**config.mk**
```make
export PLATFORM = sky130hd
export DESIGN_NAME = minmax_reduce_int
export DESIGN_NICKNAME = d
export VERILOG_FILES = /design/src/rtl/minmax_reduce_int.sv
export SDC_FILE = /design/constraint.sdc
export NUM_CORES = 1
export LEC_CHECK = 0
export ABC_AREA = 1
export BUFFER_PORTS_ARGS = -buffer_cell sky130_fd_sc_hd__buf_4
export CAP_MARGIN = 20
export CORE_MARGIN = 5
export CORE_UTILIZATION = 40
export CTS_CLUSTER_SIZE = 20
export DETAILED_ROUTE_END_ITERATION = 16
export PLACE_DENSITY = 0.61
export SLEW_MARGIN = 10
export SYNTH_ARGS = -nofsm -noshare
export SYNTH_HDL_FRONTEND = slang
export SYNTH_SLANG_ARGS = --single-unit
```
**constraint.sdc**
```tcl
create_clock -name clk -period 6.5 [get_ports clk]
set_clock_uncertainty 0.1 [all_clocks]
set_input_delay 0.325 -clock clk [delete_from_list [all_inputs] [get_ports clk]]
set_output_delay 0.325 -clock clk [all_outputs]
set_load 0.02 [all_outputs]
```
**src/rtl/minmax_reduce_int.sv**
```systemverilog
// minmax_reduce_int: streaming signed/unsigned min/max reduction over valid/ready frames.
// Optional MINMAX_REDUCE_ARGIDX_EN keeps the first-occurrence index register; otherwise out_index is 0.
module gt_int_nbit #(
   parameter int N         = 32,
   parameter int IMPL_TYPE = 0
) (
   input  logic [N-1:0] a,
   input  logic [N-1:0] b,
   output logic         gt
);
   generate
      if (IMPL_TYPE == 0) begin : g_cmp
         assign gt = $signed(a) > $signed(b);
      end else begin : g_sub
         // sign of the widened difference decides, nonzero rules out equality
         logic [N:0] diff;
         assign diff = {a[N-1], a} - {b[N-1], b};
         assign gt   = ~diff[N] & (|diff);
      end
   endgenerate
endmodule

module minmax_reduce_int #(
   parameter int WIDTH     = 32,
   parameter int IMPL_TYPE = 0,
   parameter int CNT_W     = 16
) (
   input  logic             clk,
   input  logic             rst_n,
   input  logic             cfg_max,
   input  logic             cfg_signed,
   input  logic             in_valid,
   output logic             in_ready,
   input  logic [WIDTH-1:0] in_data,
   input  logic             in_last,
   output logic             out_valid,
   input  logic             out_ready,
   output logic [WIDTH-1:0] out_data,
   output logic [CNT_W-1:0] out_index,
   output logic [CNT_W-1:0] out_count
);
   typedef enum logic [1:0] {IDLE, ACCUM, DONE} state_t;
   state_t           state, state_d;
   logic [WIDTH-1:0] acc;
   logic [CNT_W-1:0] cnt;
   logic             mode_max, mode_signed;
   logic             beat, replace;
   logic [WIDTH-1:0] flip, cmp_a, cmp_b;
   // unsigned compare reuses the signed comparator by flipping both MSBs
   assign flip  = {~mode_signed, {(WIDTH-1){1'b0}}};
   assign cmp_a = (mode_max ? in_data : acc) ^ flip;
   assign cmp_b = (mode_max ? acc : in_data) ^ flip;
   gt_int_nbit #(.N(WIDTH), .IMPL_TYPE(IMPL_TYPE)) u_gt (
      .a  (cmp_a),
      .b  (cmp_b),
      .gt (replace)
   );
   assign in_ready  = state != DONE;
   assign beat      = in_valid & in_ready;
   assign out_valid = state == DONE;
   assign out_data  = out_valid ? acc : '0;
   assign out_count = out_valid ? cnt : '0;
   always_comb begin
      state_d = state;
      if (beat) state_d = in_last ? DONE : ACCUM;
      if (out_valid && out_ready) state_d = IDLE;
   end
   always_ff @(posedge clk or negedge rst_n) begin
      if (!rst_n) state <= IDLE;
      else state <= state_d;
   end
   always_ff @(posedge clk or negedge rst_n) begin
      if (!rst_n) begin
         acc         <= '0;
         cnt         <= '0;
         mode_max    <= 1'b0;
         mode_signed <= 1'b0;
      end else if (beat) begin
         if (state == IDLE) begin
            acc         <= in_data;
            cnt         <= CNT_W'(1);
            mode_max    <= cfg_max;
            mode_signed <= cfg_signed;
         end else begin
            if (replace) acc <= in_data;
            cnt <= (&cnt) ? cnt : cnt + 1'b1;
         end
      end
   end
`ifdef MINMAX_REDUCE_ARGIDX_EN
   logic [CNT_W-1:0] idx;
   // cnt already saturates, so late replacements record the saturated index
   always_ff @(posedge clk or negedge rst_n) begin
      if (!rst_n) idx <= '0;
      else if (beat) begin
         if (state == IDLE) idx <= '0;
         else if (replace) idx <= cnt;
      end
   end
   assign out_index = out_valid ? idx : '0;
`else
   assign out_index = '0;
`endif
endmodule

```
# Word level (Yosys, flattened, before mapping)
# Index checks and enable logic that the tools add are counted.
# word_totals
regBits,52
latchBits,0
ram_bits,0
romBits,0
in_bits,39
out_inout_bits,66
wordCells,33
mem_count,0
# classes
addsub,1
multipliers,0
n_div,0
n_lt_le_gt_ge,1
eq_ne,3
shift,0
n_mux,11
n_bitwise,4
reduce_logical,8
# op_table
operator,count
$mux W32,5
$xor A32 B32 Y32,2
$mux W16,3
$gt A32 B32 Y1,1
$add A16 B1 Y16 const B,1
$reduce_and A16 Y1,1
$mux W2,3
$reduce_and A2 Y1,3
$ne A2 B2 Y1 const B,2
$reduce_bool A2 Y1,2
$eq A2 B2 Y1 const B,1
$logic_not A2 Y1,1
$and A1 B1 Y1,1
$logic_and A1 B1 Y1,1
$not A1 Y1,1

# Depth between registers and ports, before layout
# logic_depth
depth_word,5
depth_mapped,22
depth_no_buf,20

# Cells and area by module
# From an unflattened synthesis, not the netlist that was laid out.
# unflattened
cells_unflattened,718
hier_area_um2,4494.3
# modules_own_cells
mod,n_inst,cells_each,area_per_inst_um2,seq_area_each_um2
minmax_reduce_int,1,570,3595.9,1301.2
gt_int_nbit,1,148,898.4,0.0

# Worst setup path after synthesis
# Ideal clock, no wire load.
# synth_timing
path_type,register to register
start,register mode_max
end,register acc[0]
setup_ps,117
arrival_time_ps,2333
t_required_ps,6283
path_slack_ps,3950
stages_incl_launch_ff,16
n_path_buf,3
period_less_slack_ps,2550
cell_sequence,dfrtp_1 > clkbuf_1 > clkbuf_1 > nand2_1 > o21ai_0 > ha_1 > a21o_1 > nor2_1 > a21oi_1 > nor2_1 > nand3_1 > nand3_4 > nand2_4 > buf_6 > nand2_1 > nand2_1
# synth_between
elab_chain_len,5
word_cells_on_any_way,7
cone_classes,1 x order compare; 2 x mux; 2 x bitwise; 2 x reduce/logical
# synth_lines
element,line,rtl
from (decl),46,"logic mode_max, mode_signed;"
from (signal assigned),82,mode_max <= cfg_max;
$mux W32 (on tied branches),"51, 52",
$xor A32 B32 Y32 (on tied branches),"51, 52",
$gt A32 B32 Y1 *,13,assign gt = $signed(a) > $signed(b);
$reduce_bool A2 Y1 (no source line) *,-,
$reduce_and A2 Y1 (no source line) *,-,
to (signal assigned),80,acc <= in_data;
to (signal assigned),85,if (replace) acc <= in_data;
to (decl),44,logic [WIDTH-1:0] acc;
# Mark *: on every way between the ends. The rest lies on a longest branch, timed or not.
# A chain may end at the register's enable or synchronous reset.

# Worst setup path in the final report
# layout_timing
start,register mode_max
end,register acc[10]
# The elaborated chain is that of the path after synthesis.

==> impl_summary.txt <==
----------------------------------------------------
[Place]
  HPWL after detailed placement ... 8110 um
  Final GP Congestion ... 0.827
  Post-placement cell area ... 0.00484 mm2
  Pre-CTS setup slack ... 2.39 ns
  Total of buffers placed on input and output ports ... 88

[Power and ir drop]
  Static leakage ... 2.58 nW
  Switching power ... 0.988 mW
  Cell-internal power ... approximately 0.97 mW
  Areal power density over the cells ... a little under 400 mW/mm2
  Switching Share ... about half
  Relative contribution of the clock network to total power ... 9.7%
  Power share of the combinational group ... between 60% and 70%
  Reg power frac ... 27.9%
  Worst supply voltage drop on vdd ... around 0.19 mV

[Detailed routing]
  Vias after detailed routing ... 4,152
  Routed wire per std cell ... 12.5 um
  Via count normalized by instance count ... between 4 and 5
  Starting DRC count in detailed routing ... 292
  Number of nets with antenna violations after detailed routing ... 0
  Routed WL ... 10,600 um
  Post-route DRC violation count ... 0
  Iteration count of the initial detailed-routing pass ... 4

[STA]
  PnR worst setup slack ... ~2.4 ns
  Final count of pins violating max slew ... 0
  Least-Margin Pin Slew ... around 0.76 ns
  Worst slew margin ... 49.5%
  Maximum clock frequency ... 243 MHz
  Shortest period the worst path allows ... ~4.1 ns
  Hold violation count in the final report ... 0
  Final number of setup-violating endpoints ... 0
  Final clock period utilization by the worst path ... 63.3%
  Setup TNS Final ... 0 ns
  RSZ-0062 raised after global routing ... no

[Floorplan]
  Standard-cell rows ... 37
  Top-level I/O count ... 105
  Total Die Area ... between 0.01 and 0.015 mm2
  Area of the core region ... 0.0103 mm2
  Height of the die ... between 100 and 150 um
  X dimension of the die ... 112 um
  Initial standard-cell utilization of the core ... between 40% and 50%

[Global route]
  Number of antenna violations at the first check in global routing ... 0
  Via count of the first global-routing pass ... 3,938
  Congestion Overflow GR ... 0
  Maximum number of pins on one net before global-route repair ... 73
  Global-route wire length before repair ... around 18,000 um
  Total global-route track usage ... 16.7%

[Clock network]
  Post-CTS clock slew at the launch and capture registers of the worst setup and hold paths ... 0.09 ns
  Clock Root Buffer ... clkbuf_8
  Hold buffer count at CTS ... 1
  Insertion delay of the later-clocked pin in the worst-skew pair ... 0.30 ns
  Maximum level of the CTS H-tree ... 2
  Post-CTS resize count ... 0
  Sinks on the clock net ... 52
  CTS tree ... done
  Bufs on Longest Clock Path ... 2
  Post-CTS Setup Bufs ... 0
  TritonCTS buffer count ... 5

[Yosys]
  Synth unique cells ... 32
  Area of the mapped netlist ... 0.00420 mm2
  Sequential share of the synthesized area ... 31.0%
  Synthesis-stage register bit count ... 52
  Number of instances in the synthesized netlist ... between 600 and 700
  Avg Cell Area, Syn ... approximately 6.6 um2
  Synthesis warning total ... 0

[Worst hold path]
  Worst hold-check path type ... in2reg
  HP Start ... in_data[17]

[Setup path]
  Reg-to-reg startpoint ... mode_max
  R2R Setup Slk ... 2.39 ns
  Required time at the worst-slack endpoint ... roughly 6.6 ns
  Critical Path AT ... 4.25 ns
  Origin of the worst setup path ... mode_max
  Worst setup EP type ... flop
  Critical Setup Path Class ... reg2reg
  Top fanout value on the critical path ... 72
  Startpoint class of the critical path ... flop

[Flow run]
  Max Cap Viol ... 0

[Outcome]
  Result of the run ... finished clean

[Layout]
  Total inserted antenna cells ... 0
  Nets ... 779
  Share of final-layout standard cells stronger than drive strength 1 ... 16.6%
  Post-route cell area ... 0.00494 mm2
  Area growth from synthesis to layout ... 17.6%
  Count of fill cells added during filler insertion ... 1,088

----------------------------------------------------
==> layout by cell type (no fill, tap or decap), types with 2 or more instances in the layout <==
cell type  count
a21o_1         2
a21oi_1       20
buf_4         90
clkbuf_1       2
clkbuf_8       6
conb_1        16
dfrtp_1       51
ha_1          32
inv_1         60
inv_2         11
nand2_1      186
nand2_2        3
nand3_1       47
nand4_1        7
nor2_1        67
nor2_2         4
nor3_1         9
o21ai_0       66
o21ai_1       12
o31ai_1        2
xor2_1         4
==> flip-flops by register name, indices dropped and copies added, names as in the netlist <==
name         cells
acc             32
cnt             16
state            2
mode_max         1
mode_signed      1
==> cell families (layout without fill, tap and decap cells) <==
logic type / after synthesis / in the layout / share of synthesized area (%)
compound gates: 106 / 106 / 13.2
other cells: 1 / 16 / 0.0893
simple gates: 327 / 327 / 32.5
buf+inv: 117 / 171 / 12.7
flops: 52 / 52 / 31.0
fa+ha+maj: 32 / 32 / 9.53
xor+xnor: 5 / 5 / 1.04
==> power by group through the flow <==
stage | logic, mW | clock network, mW | registers (mW)
detailed placement | 1.24 | 0 | 0.552
floorplan | 1.05 | 0 | 0.506
global route | 1.44 | 0.211 | 0.565
finish | 1.22 | 0.190 | 0.546
global placement | 1.19 | 0 | 0.550
CTS | 1.25 | 0.200 | 0.545
==> worst max-delay path: stages (launching register included) <==
cell and delay, ns:
dfrtp_2 0.84, buf_4 0.58, inv_1 0.18, nand2_1 0.08, o21ai_0 0.09, xor2_1 0.15, ha_1 0.34, inv_1 0.06
a21oi_1 0.11, nand4_1 0.12, a21oi_1 0.17, nor2_1 0.08, nand3_1 0.14, nand3_4 0.34, nand2_4 0.43, nand2_1 0.10
nand2_1 0.08
==> Yosys cell counts (all sizes together) <==
cell      n  share of area [%]
nand2   190                 17
o21ai    78                9.3
inv      71                6.3
nor2     71                6.6
dfrtp    52                 31
nand3    48                6.0
ha       32                9.5
buf      23                4.3
clkbuf   22                2.0
a21oi    20                2.4
nor3      9                1.1
nand4     7                1.0
xor2      4               0.83
a21o      2               0.36
nor4      2               0.45
o31ai     2               0.36
a211oi    1               0.18
a31oi     1               0.15
clkinv    1              0.089
conb      1              0.089
o211a     1               0.24
o31a      1               0.21
xnor2     1               0.21
==> per-stage QoR <==
stage / cells / utilization, % / hold WS (ns) / total power [mW]
after floorplan: 655 / - / -0.0706 / 1.55
after global placement: 836 / 47.1 / 0.309 / 1.74
after detailed placement: 836 / 47.1 / 0.313 / 1.79
after CTS: 845 / 48.1 / 0.121 / 1.99
after global routing: 845 / 48.1 / 0.126 / 2.22
final: 845 / 48.1 / 0.132 / 1.96
==> per-layer routing <==
metal  routed length (um)  up-vias  share of wire [%]  GRT usage (%)
li1                     -     2150                  -              -
met1                 5010     1903                 47           23.5
met2                 4830       92                 46           27.1
met3                  658        7                6.2           3.40
met4                   62        0               0.59           2.48
met5                    0        -                  0              0
==> cell type report <==
type / instances / area (um2) / share of cell area (%)
Multi-Input combinational cell: 486 / 2420 / 49.0
Sequential cell: 52 / 1300 / 26.4
Timing Repair Buffer: 91 / 686 / 13.9
Inverter: 72 / 270 / 5.47
Tap cell: 136 / 170 / 3.44
Clock buffer: 8 / 90.1 / 1.82
==> worst paths after layout <==
kind | to | cells past startpoint
setup / recovery | acc[10] | 16
hold / removal | acc[17] | 3
setup reg to reg | acc[10] | 16
hold reg to reg | acc[6] | 2
max in group asynchronous | mode_max | 2
min in group asynchronous | acc[13] | 2
No activity file was read; power rests on OpenSTA's default activity.
